File: src/rtl/write_submodule.sv
// Single-beat memory write engine: latches one address/data pair, drives the AW/W/B
// channels and holds the B response (or a timeout failure) for the controller.
module write_submodule #(
    parameter int unsigned ADDR_WDTH      = 4,
    parameter int unsigned DATA_WDTH      = 32,
    parameter int unsigned RESP_WDTH      = 1,
    parameter int unsigned TIMEOUT_CYCLES = 255
) (
    input  logic                 clk,
    input  logic                 rst_n,
    input  logic                 start,
    input  logic [ADDR_WDTH-1:0] write_addr,
    input  logic [DATA_WDTH-1:0] write_data,
    output logic                 done,
    output logic [RESP_WDTH-1:0] resp,
    output logic                 busy,
    output logic                 aw_valid,
    input  logic                 aw_ready,
    output logic [ADDR_WDTH-1:0] aw_addr,
    output logic                 w_valid,
    input  logic                 w_ready,
    output logic [DATA_WDTH-1:0] w_data,
    input  logic                 b_valid,
    input  logic [RESP_WDTH-1:0] b_resp,
    output logic                 b_ready
);

    localparam int unsigned CNT_W = (TIMEOUT_CYCLES > 1) ? $clog2(TIMEOUT_CYCLES) : 1;
    localparam logic [CNT_W-1:0] CNT_LAST = CNT_W'(TIMEOUT_CYCLES - 1);

    typedef enum logic [1:0] {StIdle, StSend, StWaitB, StRespHeld} state_t;

    state_t               state;
    logic                 aw_pend;
    logic                 w_pend;
    logic [CNT_W-1:0]     cnt;
    logic [ADDR_WDTH-1:0] addr_q;
    logic [DATA_WDTH-1:0] data_q;
    logic [RESP_WDTH-1:0] resp_q;
    logic                 aw_hs;
    logic                 w_hs;
    logic                 timed_out;

    // Outputs decode only registered state, so no input reaches an output combinationally.
    always_comb begin
        busy     = (state == StSend) || (state == StWaitB);
        done     = (state == StRespHeld);
        aw_valid = (state == StSend) && aw_pend;
        w_valid  = (state == StSend) && w_pend;
        b_ready  = (state == StWaitB);
        aw_addr  = addr_q;
        w_data   = data_q;
        resp     = resp_q;
    end

    always_comb begin
        aw_hs     = aw_valid && aw_ready;
        w_hs      = w_valid && w_ready;
        timed_out = (cnt == CNT_LAST);
    end

    always_ff @(posedge clk) begin
        if (!rst_n) begin
            state   <= StIdle;
            aw_pend <= 1'b0;
            w_pend  <= 1'b0;
            cnt     <= '0;
            addr_q  <= '0;
            data_q  <= '0;
            resp_q  <= '0;
        end else begin
            unique case (state)
                StIdle, StRespHeld: begin
                    if (start) begin
                        addr_q  <= write_addr;
                        data_q  <= write_data;
                        aw_pend <= 1'b1;
                        w_pend  <= 1'b1;
                        cnt     <= '0;
                        state   <= StSend;
                    end
                end
                StSend: begin
                    if (timed_out) begin
                        resp_q  <= '0;
                        aw_pend <= 1'b0;
                        w_pend  <= 1'b0;
                        state   <= StRespHeld;
                    end else begin
                        cnt <= cnt + 1'b1;
                        if (aw_hs) aw_pend <= 1'b0;
                        if (w_hs) w_pend <= 1'b0;
                        if ((!aw_pend || aw_hs) && (!w_pend || w_hs)) state <= StWaitB;
                    end
                end
                StWaitB: begin
                    // A response arriving on the timeout cycle still wins.
                    if (b_valid) begin
                        resp_q <= b_resp;
                        state  <= StRespHeld;
                    end else if (timed_out) begin
                        resp_q <= '0;
                        state  <= StRespHeld;
                    end else begin
                        cnt <= cnt + 1'b1;
                    end
                end
            endcase
        end
    end

endmodule

File: config.mk
export PLATFORM = sky130hd
export DESIGN_NAME = write_submodule
export DESIGN_NICKNAME = d
export VERILOG_FILES = /design/src/rtl/write_submodule.sv
export SDC_FILE = /design/constraint.sdc
export NUM_CORES = 1
export LEC_CHECK = 0
export ABC_AREA = 1
export CAP_MARGIN = 20
export CORE_ASPECT_RATIO = 0.9
export CORE_UTILIZATION = 30
export DETAILED_ROUTE_END_ITERATION = 6
export GPL_TIMING_DRIVEN = 0
export PLACE_DENSITY = 0.62
export SLEW_MARGIN = 20
export SYNTH_ARGS = -nofsm -noshare
export SYNTH_HDL_FRONTEND = slang
export SYNTH_SLANG_ARGS = --single-unit
File: constraint.sdc
create_clock -name clk -period 2 [get_ports clk]
set_input_delay 0.2 -clock clk [delete_from_list [all_inputs] [get_ports clk]]
set_output_delay 0.2 -clock clk [all_outputs]
set_load 0.01 [all_outputs]
==> results.yml <==
synthesis:
  synth-compound-area-share_pct: 11.9
  netlist-cell-type-count: 20
  synth_area_leaders: "dfxtp_1 (48%), nor2_1 (16%), nand2_1 (5.7%), o21ai_1 (5.6%), o21ai_0 (4.1%)"
  yosys.area.top_type_share_pct: 47.8
  async_flop_share_pct: 0
  synthMuxAreaShare_pct: 0
  yosysWarnings: 0
  yosys_register_bits: 49
  synth-xor-area-share_pct: 0.427
  synth_common_cells: "nor2_1 (88), dfxtp_1 (49), nand2_1 (31)"
  synth-adder-area-share_pct: 3.05
  synth_nets: 330
  synth_top_family_by_area: "simple AND/OR/NAND/NOR gates"
  synth_edf_count: 0
  synth-simple-area-share_pct: 29.9
  ys.flop_type: "dfxtp_1"
  yosysSeqAreaShare_pct: 47.8
  syn_inst: 282
  syn_avg_cell_area_um2: 7.28
  synth.most_common_cell: "nor2_1"
  synth_area_um2: 2050
  synth_top_cell_by_area: "dfxtp_1"
routing:
  firstDrtPassIters: 4
  antenna_left: 0
  wl_mm: 5.08
  vias: 2039
  viasPerCell: 4.39
  drc: 0
  wl_per_cell_um: 10.9
  drtIter0Drc: 53
run_status:
  status: "complete, no violations"
cells_and_area:
  fin_cells: 464
  multi_input_area_um2: 931
  n_fill_cell: 700
  antenna_cells: 0
  area_delta_synth_final_pct: 52.2
  fin_nets: 422
  final_layout_size_suffix_gt1_share_pct: 7.75
  register_area_um2: 982
  fin_area_um2: 3130
clock_network:
  cts_tree: "yes"
  clock_path_buffers: 2
  clk_pin_slew_worst_paths_ps: 90
  cts_buffers: 5
  clock_sinks: 49
  clk_latency_ps: 300
  htreeDepth: 2
  cts_root_buffer: "clkbuf_8"
floorplanning:
  die_y_um: 80.5
  die_w_um: 89.2
  die_area_um2: 7180
  start_util_pct: 31.2
  io_pins: 85
  core_um2: 6590
  fp-row-count: 28
pwr:
  seqPwrFrac_pct: 35.5
  clkPwrFrac_pct: 17.6
  p_int_mw: 2.51
  ir_drop_uv: 534
  p_per_area_nw_per_um2: 1280
  comb_power_share_pct: 46.9
  power_leakage_nw: 1.28
  p_sw_mw: 1.48
  p_sw_share_pct: 37.2
min_path:
  hold_class: "reg2reg"
  hp-start: "resp"
  holdPathStages: 2
  whs_endpoint: "resp"
placement:
  numPlacedInstances: 456
  pre_cts_ws_ps: 237
  gp_congestion: 0.775
  placed_area_um2: 3010
  dp_hpwl_mm: 3.81
  port_buffers: 84
sta:
  fin_crit_ps: 1890
  fin_tns_setup_ps: 0
  worst_pin_slew_ps: 463
  setup_viol: 0
  skew_ps: 6.45
  holdWs_ps: 463
  fmax_mhz: 530
  hold_violations: 0
  fin_crit_sh_pct: 94.4
  relSlewSlack_pct: 69.1
  setup_ws_ps: 112
  grt_setup_unrepaired: "false"
  final-max-slew-violation-count: 0
critical_path:
  r2r-end: "w_data[15]"
  worstPathRequired_ps: 1800
  critPathKind: "reg2out"
  crit_arrival_ps: 1690
  crit_path_start_kind: "flip-flop"
  worstSetupEndpointType: "output pin"
  crit_fanout: 4
  r2r_start: "state[0]"
  rrSetupSlack_ps: 230
  worstRegToRegCells: 7
grt:
  antenna_found_initial: 0
  grt_pass1_wl_mm: 8.47
  grt.total_usage_pct: 15.3
  grt_overflow: 0
  grt_max_degree: 16
  grt_pass1_vias: 1907
run:
  drv_cap: 0
-- what timing repair did --
action / in CTS / in global routing
hold buffers: 0 / 0
resized for setup: 1 / 1
endpoints found under the setup margin: 1 / 1
buffers inserted: 1 / 0
-- power groups by stage --
| stage | combinational [mW] | clock (mW) | sequential (mW) |
|---|---|---|---|
| after floorplan | 0.930 | 0 | 1.52 |
| after global placement | 1.84 | 0 | 1.42 |
| after detailed placement | 1.85 | 0 | 1.44 |
| after CTS | 1.90 | 0.731 | 1.42 |
| after global routing | 2.11 | 0.773 | 1.45 |
| final | 1.87 | 0.702 | 1.41 |
-- critical path, stage by stage (launching register included) --
cell             delay (ps)
dfxtp_2                 350
inv_1                    50
ha_1                    360
inv_4                   100
clkdlybuf4s50_1         530
-- how the worst max path moves through the flow --
stage	endpoint	slack [ps]	cells past startpoint	from
floorplan	cnt[3]	530	8	state[0]
global placement	w_data[18]	250	7	state[0]
detailed placement	w_data[19]	240	7	state[0]
CTS	busy	70	4	state[0]
global route	busy	20	4	state[0]
finish	busy	110	4	state[0]
-- sequential cells by signal, summed over array words and instances (netlist names) --
register and flops:
aw_addr 4, aw_pend 1, cnt 8, resp 1, state 2, w_data 32
w_pend 1
-- layout by cell type (no fill, tap or decap) --
cell / n
nand3_4: 1
nand2_1: 31
ha_1: 5
nor2_4: 3
buf_1: 1
clkdlybuf4s50_1: 84
clkbuf_1: 4
dfxtp_1: 48
dfxtp_2: 1
xor2_1: 1
inv_6: 1
o21ai_0: 17
buf_2: 8
a21oi_1: 9
inv_4: 1
nand4_1: 4
inv_2: 2
buf_4: 1
inv_1: 19
nand2_2: 3
nor2_2: 1
o21ai_1: 23
bufinv_16: 1
nand3_1: 11
nor2_1: 88
clkbuf_8: 5
nand2_4: 1
-- per-layer routing --
layer	GRT usage, %	share of wire [%]	up-vias
met5	0	0	-
met3	5.76	7.2	7
met2	24.4	45	55
met1	18.7	46	902
met4	5.56	1.5	0
li1	-	-	1075
-- cell type report --
cell class	count	area share (%)
clock buffers	5	2.20
plain buffers	13	1.88
multi-input cells	198	29.8
clock inverters	2	1.24
inverters	22	2.72
flip-flops and latches	49	31.4
well taps	90	3.60
repair buffers	85	27.1
-- through the flow --
| stage | power [mW] | utilization [%] |
|---|---|---|
| 2_1_floorplan | 2.45 | - |
| 3_3_place_gp | 3.26 | 45.6 |
| 3_5_place_dp | 3.28 | 45.6 |
| 4_1_cts | 4.04 | 47.4 |
| 5_1_grt | 4.34 | 47.5 |
| 6_report | 3.99 | 47.5 |
-- logic make-up (layout without fill, tap and decap cells) --
kind of cell	Yosys count	count (layout)
XOR/XNOR	1	1
flip-flops	49	49
AND/OR/NAND/NOR	143	143
buffers and inverters	35	127
AO/OA/AOI/OAI	49	49
adder cells (fa/ha/maj)	5	5
(Power assumes the default switching activity.)
